$ cat config.mk
export PLATFORM = sky130hd
export DESIGN_NAME = adder_sat_stage_flat
export DESIGN_NICKNAME = d
export VERILOG_FILES = /design/src/rtl/adder_sat_stage_if.sv /design/src/rtl/adder_sat_stage.sv /design/src/flat_wrapper.sv
export SDC_FILE = /design/constraint.sdc
export NUM_CORES = 1
export LEC_CHECK = 0
export CAP_MARGIN = 20
export CORE_ASPECT_RATIO = 1.2
export CORE_MARGIN = 2
export CORE_UTILIZATION = 40
export DETAILED_ROUTE_END_ITERATION = 16
export GPL_TIMING_DRIVEN = 0
export PLACE_DENSITY = 0.73
export SLEW_MARGIN = 20
export SYNTH_ARGS = -nofsm -noshare
export SYNTH_HDL_FRONTEND = slang
export SYNTH_SLANG_ARGS = --single-unit
export TNS_END_PERCENT = 10
$ cat constraint.sdc
create_clock -name clk -period 3.05 [get_ports clk]
set_clock_uncertainty 0.05 [all_clocks]
set_input_delay 0.61 -clock clk [delete_from_list [all_inputs] [get_ports clk]]
set_output_delay 0.61 -clock clk [all_outputs]
set_load 0.01 [all_outputs]
$ cat src/rtl/adder_sat_stage_if.sv
// Handshake and data bundle between the adder, the saturating output stage and its consumer.
// The stage itself uses the slave view; whoever drives the adder side and consumes results uses master.
interface adder_sat_stage_if #(
    parameter int WIDTH = 32
);
    logic             in_valid;
    logic             in_ready;
    logic [WIDTH-1:0] S;
    logic             Cout;
    logic             overFlow;
    logic             A_msb;
    logic             sat_en;

    logic             out_valid;
    logic             out_ready;
    logic [WIDTH-1:0] result;
    logic             res_cout;
    logic             res_ovf;

    modport master (
        output in_valid, S, Cout, overFlow, A_msb, sat_en, out_ready,
        input  in_ready, out_valid, result, res_cout, res_ovf
    );

    modport slave (
        input  in_valid, S, Cout, overFlow, A_msb, sat_en, out_ready,
        output in_ready, out_valid, result, res_cout, res_ovf
    );
endinterface

$ cat src/rtl/adder_sat_stage.sv
// Output stage behind rippleCarryAdder32: optional signed saturation, 2-deep result FIFO,
// and sticky/counting overflow status.
module adder_sat_stage #(
    parameter int WIDTH = 32,
    parameter int CNT_W = 8
) (
    input  logic               clk,
    input  logic               rst,
    adder_sat_stage_if.slave   bus,
    input  logic               clr_sticky,
    output logic               sticky_ovf,
    output logic [CNT_W-1:0]   ovf_count
);

    typedef enum logic [1:0] {
        EMPTY,
        ONE,
        FULL
    } fifo_state_t;

    localparam logic [WIDTH-1:0] MAX_INT = {1'b0, {(WIDTH-1){1'b1}}};
    localparam logic [WIDTH-1:0] MIN_INT = {1'b1, {(WIDTH-1){1'b0}}};

    fifo_state_t state;
    fifo_state_t next_state;

    logic             push;
    logic             pop;
    logic             load_head_new;
    logic             load_head_tail;
    logic             load_tail;
    logic [WIDTH-1:0] cap_result;

    logic [WIDTH-1:0] head_result;
    logic             head_cout;
    logic             head_ovf;
    logic [WIDTH-1:0] tail_result;
    logic             tail_cout;
    logic             tail_ovf;

    // Handshake flags depend on the state alone, so a FULL stage refuses input even while popping.
    assign bus.in_ready  = (state != FULL);
    assign bus.out_valid = (state != EMPTY);

    assign push = bus.in_valid && bus.in_ready;
    assign pop  = bus.out_valid && bus.out_ready;

    always_comb begin
        cap_result = bus.S;
        if (bus.sat_en && bus.overFlow) begin
            cap_result = bus.A_msb ? MIN_INT : MAX_INT;
        end
    end

    always_ff @(posedge clk or posedge rst) begin
        if (rst) begin
            state <= EMPTY;
        end else begin
            state <= next_state;
        end
    end

    always_comb begin
        next_state     = state;
        load_head_new  = 1'b0;
        load_head_tail = 1'b0;
        load_tail      = 1'b0;
        case (state)
            EMPTY: begin
                if (push) begin
                    next_state    = ONE;
                    load_head_new = 1'b1;
                end
            end
            ONE: begin
                if (push && pop) begin
                    load_head_new = 1'b1;
                end else if (push) begin
                    next_state = FULL;
                    load_tail  = 1'b1;
                end else if (pop) begin
                    next_state = EMPTY;
                end
            end
            FULL: begin
                if (pop) begin
                    next_state     = ONE;
                    load_head_tail = 1'b1;
                end
            end
            default: begin
                next_state = EMPTY;
            end
        endcase
    end

    // The head register drives the outputs directly, so they only change on a load.
    always_ff @(posedge clk or posedge rst) begin
        if (rst) begin
            head_result <= '0;
            head_cout   <= 1'b0;
            head_ovf    <= 1'b0;
            tail_result <= '0;
            tail_cout   <= 1'b0;
            tail_ovf    <= 1'b0;
        end else begin
            if (load_head_new) begin
                head_result <= cap_result;
                head_cout   <= bus.Cout;
                head_ovf    <= bus.overFlow;
            end else if (load_head_tail) begin
                head_result <= tail_result;
                head_cout   <= tail_cout;
                head_ovf    <= tail_ovf;
            end
            if (load_tail) begin
                tail_result <= cap_result;
                tail_cout   <= bus.Cout;
                tail_ovf    <= bus.overFlow;
            end
        end
    end

    assign bus.result   = head_result;
    assign bus.res_cout = head_cout;
    assign bus.res_ovf  = head_ovf;

    // An overflow push outranks a simultaneous clear, leaving a count of one.
    always_ff @(posedge clk or posedge rst) begin
        if (rst) begin
            sticky_ovf <= 1'b0;
            ovf_count  <= '0;
        end else if (push && bus.overFlow) begin
            sticky_ovf <= 1'b1;
            if (clr_sticky) begin
                ovf_count <= CNT_W'(1);
            end else if (ovf_count != {CNT_W{1'b1}}) begin
                ovf_count <= ovf_count + CNT_W'(1);
            end
        end else if (clr_sticky) begin
            sticky_ovf <= 1'b0;
            ovf_count  <= '0;
        end
    end

endmodule
$ cat src/flat_wrapper.sv
// flat-port wrapper written by rule: the top's interface ports become plain ports
module adder_sat_stage_flat 
#(
    parameter int WIDTH = 32,
    parameter int CNT_W = 8
)
  (clk, rst, clr_sticky, sticky_ovf, ovf_count, bus_in_valid, bus_S, bus_Cout, bus_overFlow, bus_A_msb, bus_sat_en, bus_out_ready, bus_in_ready, bus_out_valid, bus_result, bus_res_cout, bus_res_ovf);
  adder_sat_stage_if #(.WIDTH(WIDTH)) bus_i ();
  input  logic clk;
  input  logic rst;
  input  logic clr_sticky;
  output logic sticky_ovf;
  output logic [CNT_W-1:0] ovf_count;
  input wire logic [$bits(bus_i.in_valid)-1:0] bus_in_valid;
  input wire logic [$bits(bus_i.S)-1:0] bus_S;
  input wire logic [$bits(bus_i.Cout)-1:0] bus_Cout;
  input wire logic [$bits(bus_i.overFlow)-1:0] bus_overFlow;
  input wire logic [$bits(bus_i.A_msb)-1:0] bus_A_msb;
  input wire logic [$bits(bus_i.sat_en)-1:0] bus_sat_en;
  input wire logic [$bits(bus_i.out_ready)-1:0] bus_out_ready;
  output wire logic [$bits(bus_i.in_ready)-1:0] bus_in_ready;
  output wire logic [$bits(bus_i.out_valid)-1:0] bus_out_valid;
  output wire logic [$bits(bus_i.result)-1:0] bus_result;
  output wire logic [$bits(bus_i.res_cout)-1:0] bus_res_cout;
  output wire logic [$bits(bus_i.res_ovf)-1:0] bus_res_ovf;
  assign bus_i.in_valid = bus_in_valid;
  assign bus_i.S = bus_S;
  assign bus_i.Cout = bus_Cout;
  assign bus_i.overFlow = bus_overFlow;
  assign bus_i.A_msb = bus_A_msb;
  assign bus_i.sat_en = bus_sat_en;
  assign bus_i.out_ready = bus_out_ready;
  assign bus_in_ready = bus_i.in_ready;
  assign bus_out_valid = bus_i.out_valid;
  assign bus_result = bus_i.result;
  assign bus_res_cout = bus_i.res_cout;
  assign bus_res_ovf = bus_i.res_ovf;
  adder_sat_stage #(.WIDTH(WIDTH), .CNT_W(CNT_W)) u_core (.clk(clk), .rst(rst), .bus(bus_i), .clr_sticky(clr_sticky), .sticky_ovf(sticky_ovf), .ovf_count(ovf_count));
endmodule
# ---- After elaboration in Yosys (flattened, before gate mapping)
# Cells that the tools add are included.
dict set report totals {
  register_bits 79
  latch_bits 0
  ram_bits 0
  romBits 0
  input_bits 41
  output_inout_bits 45
  wordCells 57
  n_memories 0
}
dict set report classes {
  addsub 1
  mul 0
  div 0
  order_cmp 0
  n_eq_ne 8
  n_shift 0
  n_mux 27
  n_bitwise 0
  n_reduce_logical 12
}
# op n
set op_table {}
lappend op_table {{two-way mux 32 bit} 4}
lappend op_table {{two-way mux 8 bit} 4}
lappend op_table {{two-way mux 1 bit} 12}
lappend op_table {{two-way mux 2 bit} 5}
lappend op_table {{adder 8 x 1 -> 8 bit (second input constant)} 1}
lappend op_table {{inequality test 8 bit (second input constant)} 1}
lappend op_table {{nonzero test 2 bit} 4}
lappend op_table {{one-hot mux 2 bit (3 select lines)} 1}
lappend op_table {{logical AND 1 bit} 5}
lappend op_table {{inequality test 2 x 1 -> 1 bit (second input constant)} 2}
lappend op_table {{inequality test 2 bit (second input constant)} 2}
lappend op_table {{AND reduction 4 bit} 1}
lappend op_table {{inequality test 3 x 1 -> 1 bit (second input constant)} 1}
lappend op_table {{== test 2 x 1 -> 1 bit (second input constant)} 1}
lappend op_table {{== test 2 bit (second input constant)} 1}
lappend op_table {{zero test 2 bit} 1}
lappend op_table {{one-hot mux 1 bit (2 select lines)} 1}
lappend op_table {{AND reduction 2 bit} 1}

# ---- Depth between registers and ports, before layout
dict set report logic_depth {
  word_depth 6
  depth_mapped 6
  depth_no_buf 4
}

# ---- Least setup slack after synthesis
# OpenSTA, ideal clock, no wires.
dict set report synth_timing {
  path_kind {reg-to-reg}
  start {register u_core.ovf_count[0]}
  end {register u_core.ovf_count[5]}
  arrival_time_ns 1.577
  t_required_ns 2.872
  path_slack_ns 1.295
  path_stages_with_launch 6
  path_buffers 1
  synth_period_minus_slack_ns 1.755
  path_cell_list {dfrtp_1 -> ha_1 -> and4_4 -> buf_6 -> nor4_1 -> mux2_1}
}
dict set report synth_between {
  elab_chain_cells 4
}
# element line_no
set synth_lines {}
lappend synth_lines {{start: declaration} adder_sat_stage.sv:12} ;# output logic [CNT_W-1:0] ovf_count
lappend synth_lines {{start signal: assignment} adder_sat_stage.sv:138} ;# ovf_count <= ovf_count + CNT_W'(1);
lappend synth_lines {{adder 8 x 1 -> 8 bit} adder_sat_stage.sv:138}
lappend synth_lines {{two-way mux 8 bit} adder_sat_stage.sv:137} ;# end else if (ovf_count != {CNT_W{1'b1}}) begin
lappend synth_lines {{two-way mux 8 bit} adder_sat_stage.sv:135} ;# if (clr_sticky) begin
lappend synth_lines {{two-way mux 8 bit} adder_sat_stage.sv:133} ;# end else if (push && bus.overFlow) begin
# Several ways; a longest one is shown, not always the timed one. The select of a mux whose other input is x is not followed.
# A chain may end at the register's enable or synchronous reset.

# ---- Final worst setup path
dict set report layout_timing {
  start {register u_core.state[0]}
  end {output port bus_in_ready}
}
dict set report layout_between {
  elab_chain_cells 1
}
# element line_no
set layout_lines {}
lappend layout_lines {{start: declaration} adder_sat_stage.sv:24} ;# fifo_state_t state;
lappend layout_lines {{start signal: assignment} adder_sat_stage.sv:59} ;# state <= next_state;
lappend layout_lines {{inequality test 2 bit} adder_sat_stage.sv:42} ;# assign bus.in_ready = (state != FULL);
lappend layout_lines {{end: declaration} flat_wrapper.sv:21} ;# output wire logic [$bits(bus_i.in_ready)-1:0] bus_in_ready;
# Every way passes these cells.

==> metrics <==
Hold Crit Class register to register; post-synthesis sequential area ratio between 50% and 60%; setup_tns 0 ns; 1st-iter DRT viols 160; initial antenna violation count 0; flops & latches, synth ~80; crit end category primary output; Crit Path Max Fanout 7; Post-synth EDFFs 0; Port Buffers 85; Clock Tree Root clkbuf_8; DR WL/cell between 15 and 20 µm; Mapped Area between 3000 and 4000 µm²; Post-synth ARST share 100%; RSZ-0062 raised after global routing false; Power Density roughly 680 nW/µm²; CTS sink count 79; total power roughly 3.3 mW; DRT Pass-1 Iters 4; Vias/cell 5.37; Final Hold Viols 0; gp weighted congestion 0.809; Core Box Area 8560 µm²; Die W between 80 and 90 µm; total number of H-tree levels 3; Slew Viols, Final 0; Post-Synth Simple-Gate Area 17.7%; CTS tree done; postcts setup bufs 0; row count 37; Residual DRC 0; Mean Syn Cell Area between 10 and 15 µm²; Synthesized Nets 381; post-route core utilization a little under three fifths; maxcap violations 0; Nets between 400 and 500; share of cells above drive strength 1 9.30%; fmax roughly 440 MHz; Peak VDD IR 0.275 mV; post-synthesis xor/xnor area fraction 0%; post-synthesis adder-cell area fraction less than 1%; vias in the first global route 2,970; Inserted Clock Buffers 9; startpoint type of the worst setup path register; via count ~3,000; Layout area overhead 35.4%; synth unique cells 37; design area 4780 µm²; main combinational cell family by area after synthesis compound AO/OA/AOI/OAI gates; largest net degree at the start of global routing 45; ys flop type dfrtp_1; Leak Pwr between 2 and 2.5 nW; Rel. slew slack 62.8%; total grt overflow 0; global-route wire length before repair roughly 15,000 µm; Ports 86; mux contribution to synthesized area approximately 2.4%; Crit Path Class register to primary output; ANT cells 0; Data arrival, critical path between 1.5 and 2 ns; Resized cells post-CTS 0; placed cell areas roughly 4500 µm²; clock buffer depth 2; final worst-path cycle share between 70% and 80%; status complete, no violations; R2R Setup Slk 1.11 ns; Synth area leader dfrtp_1; Synth Instances about 340; Antenna Nets Post-Route 0; worst-margin pin slew ~0.56 ns; post-DP HPWL around 6300 µm; Post-CTS Hold Fix Bufs 0; Syn. warnings 0; GRT Total Usage between 10% and 20%; Chip Height about 110 µm; minimum clock period approximately 2.3 ns; Routed WL between 9000 and 10,000 µm; final setup violation count 0; leading post-synthesis cells by cell area dfrtp_1 (56%), a221o_1 (9.1%), o31ai_1 (6.8%); area fraction in compound gates after synthesis 19.0%; clk slew on worst S/H paths roughly 0.080 ns; clock latency on the worst-skew pair approximately 0.35 ns; top-area cell type share of the netlist area 56.0%; WP data required between 2 and 2.5 ns; Die Area 9590 µm²; Initial Util 41.2%
[final cells by class]
type / count / area (µm²)
Buffer: 30 / 143
Clock buffer: 10 / 138
Clock inverter: 6 / 92.6
Fill cell: 769 / 3780
Inverter: 4 / 17.5
Multi-Input combinational cell: 226 / 1400
Sequential cell: 79 / 1980
Tap cell: 117 / 146
Timing Repair Buffer: 86 / 871
[state kept, by name (all words and copies together) (netlist names)]
register             flops
u_core.bus.res_cout      1
u_core.bus.res_ovf       1
u_core.bus.result       32
u_core.ovf_count         8
u_core.state             2
u_core.sticky_ovf        1
u_core.tail_cout         1
u_core.tail_ovf          1
u_core.tail_result      32
[path summary, 6_finish.rpt]
| check | end | from | depth (start not counted) |
|---|---|---|---|
| hold / removal | u_core.tail_result[3]$_DFFE_PP0P_ | u_core.tail_result[3]$_DFFE_PP0P_ | 2 |
| setup reg to reg | u_core.ovf_count[5]$_DFFE_PP0P_ | u_core.ovf_count[0]$_DFFE_PP0P_ | 5 |
| hold reg to reg | u_core.tail_result[3]$_DFFE_PP0P_ | u_core.tail_result[3]$_DFFE_PP0P_ | 2 |
| setup / recovery | bus_in_ready | u_core.state[0]$_DFFE_PP0P_ | 3 |
| max in group asynchronous | u_core.bus.result[26]$_DFFE_PP0P_ | rst | 3 |
| min in group asynchronous | u_core.bus.result[11]$_DFFE_PP0P_ | rst | 2 |
[where the power goes]
part	switching, mW	internal, mW	leakage, nW
logic	0.391	0.487	0.933
clock network	0.393	0.487	0.109
registers	0.174	1.34	0.988
total	0.959	2.31	2.03
[cell usage after synthesis, types with 2 or more instances]
| cell type | number |
|---|---|
| a211oi_1 | 2 |
| a21oi_1 | 5 |
| a221o_1 | 32 |
| and2_1 | 3 |
| and3_1 | 2 |
| and4_4 | 2 |
| buf_2 | 15 |
| clkbuf_1 | 13 |
| dfrtp_1 | 79 |
| inv_1 | 4 |
| mux2_1 | 3 |
| mux2i_1 | 4 |
| nand2_1 | 40 |
| nand2b_1 | 3 |
| nand3_1 | 5 |
| nand4_1 | 3 |
| nor2_1 | 37 |
| nor2b_1 | 2 |
| nor3_1 | 33 |
| o21ai_0 | 4 |
| o31ai_1 | 32 |
[through the flow]
step	worst slack, ns	hold WS [ns]	std cells
6_report	0.756	0.432	558
5_1_grt	0.653	0.455	558
4_1_cts	0.738	0.436	558
3_5_place_dp	0.463	0.417	542
3_3_place_gp	-0.851	0.410	541
2_1_floorplan	0.367	0.400	339
[critical path, stage by stage (launching register included)]
cell and delay (ns):
dfrtp_1 0.46, nand2b_1 0.13, buf_4 0.15, clkdlybuf4s50_1 0.54
[cells in the final DEF, fill, tap and decap left out, types with 3 or more instances in the layout]
cell	count
clkbuf_1	13
dfrtp_1	79
nand2b_1	3
nand3_1	5
clkbuf_8	10
nor3_1	33
a21oi_1	5
and2_1	3
nand4_1	3
mux2i_1	4
a221o_1	32
inv_1	3
buf_2	15
nor2_1	37
mux2_1	3
nand2_1	40
o31ai_1	32
clkdlybuf4s50_1	85
o21ai_0	4
[metal layers]
layer	track usage (%)	vias up	share of wire, %
met5	0	-	0
met3	4.92	7	4.8
li1	-	1445	-
met4	6.04	0	0.76
met1	25.2	1465	44
met2	32.9	82	51
[logic make-up after synthesis]
family,Yosys count
simple gates,136
compound gates,81
flops,79
buf+inv,34
mux,8
fa+ha+maj,1
Note: power is estimated with default switching activity, not from simulation.
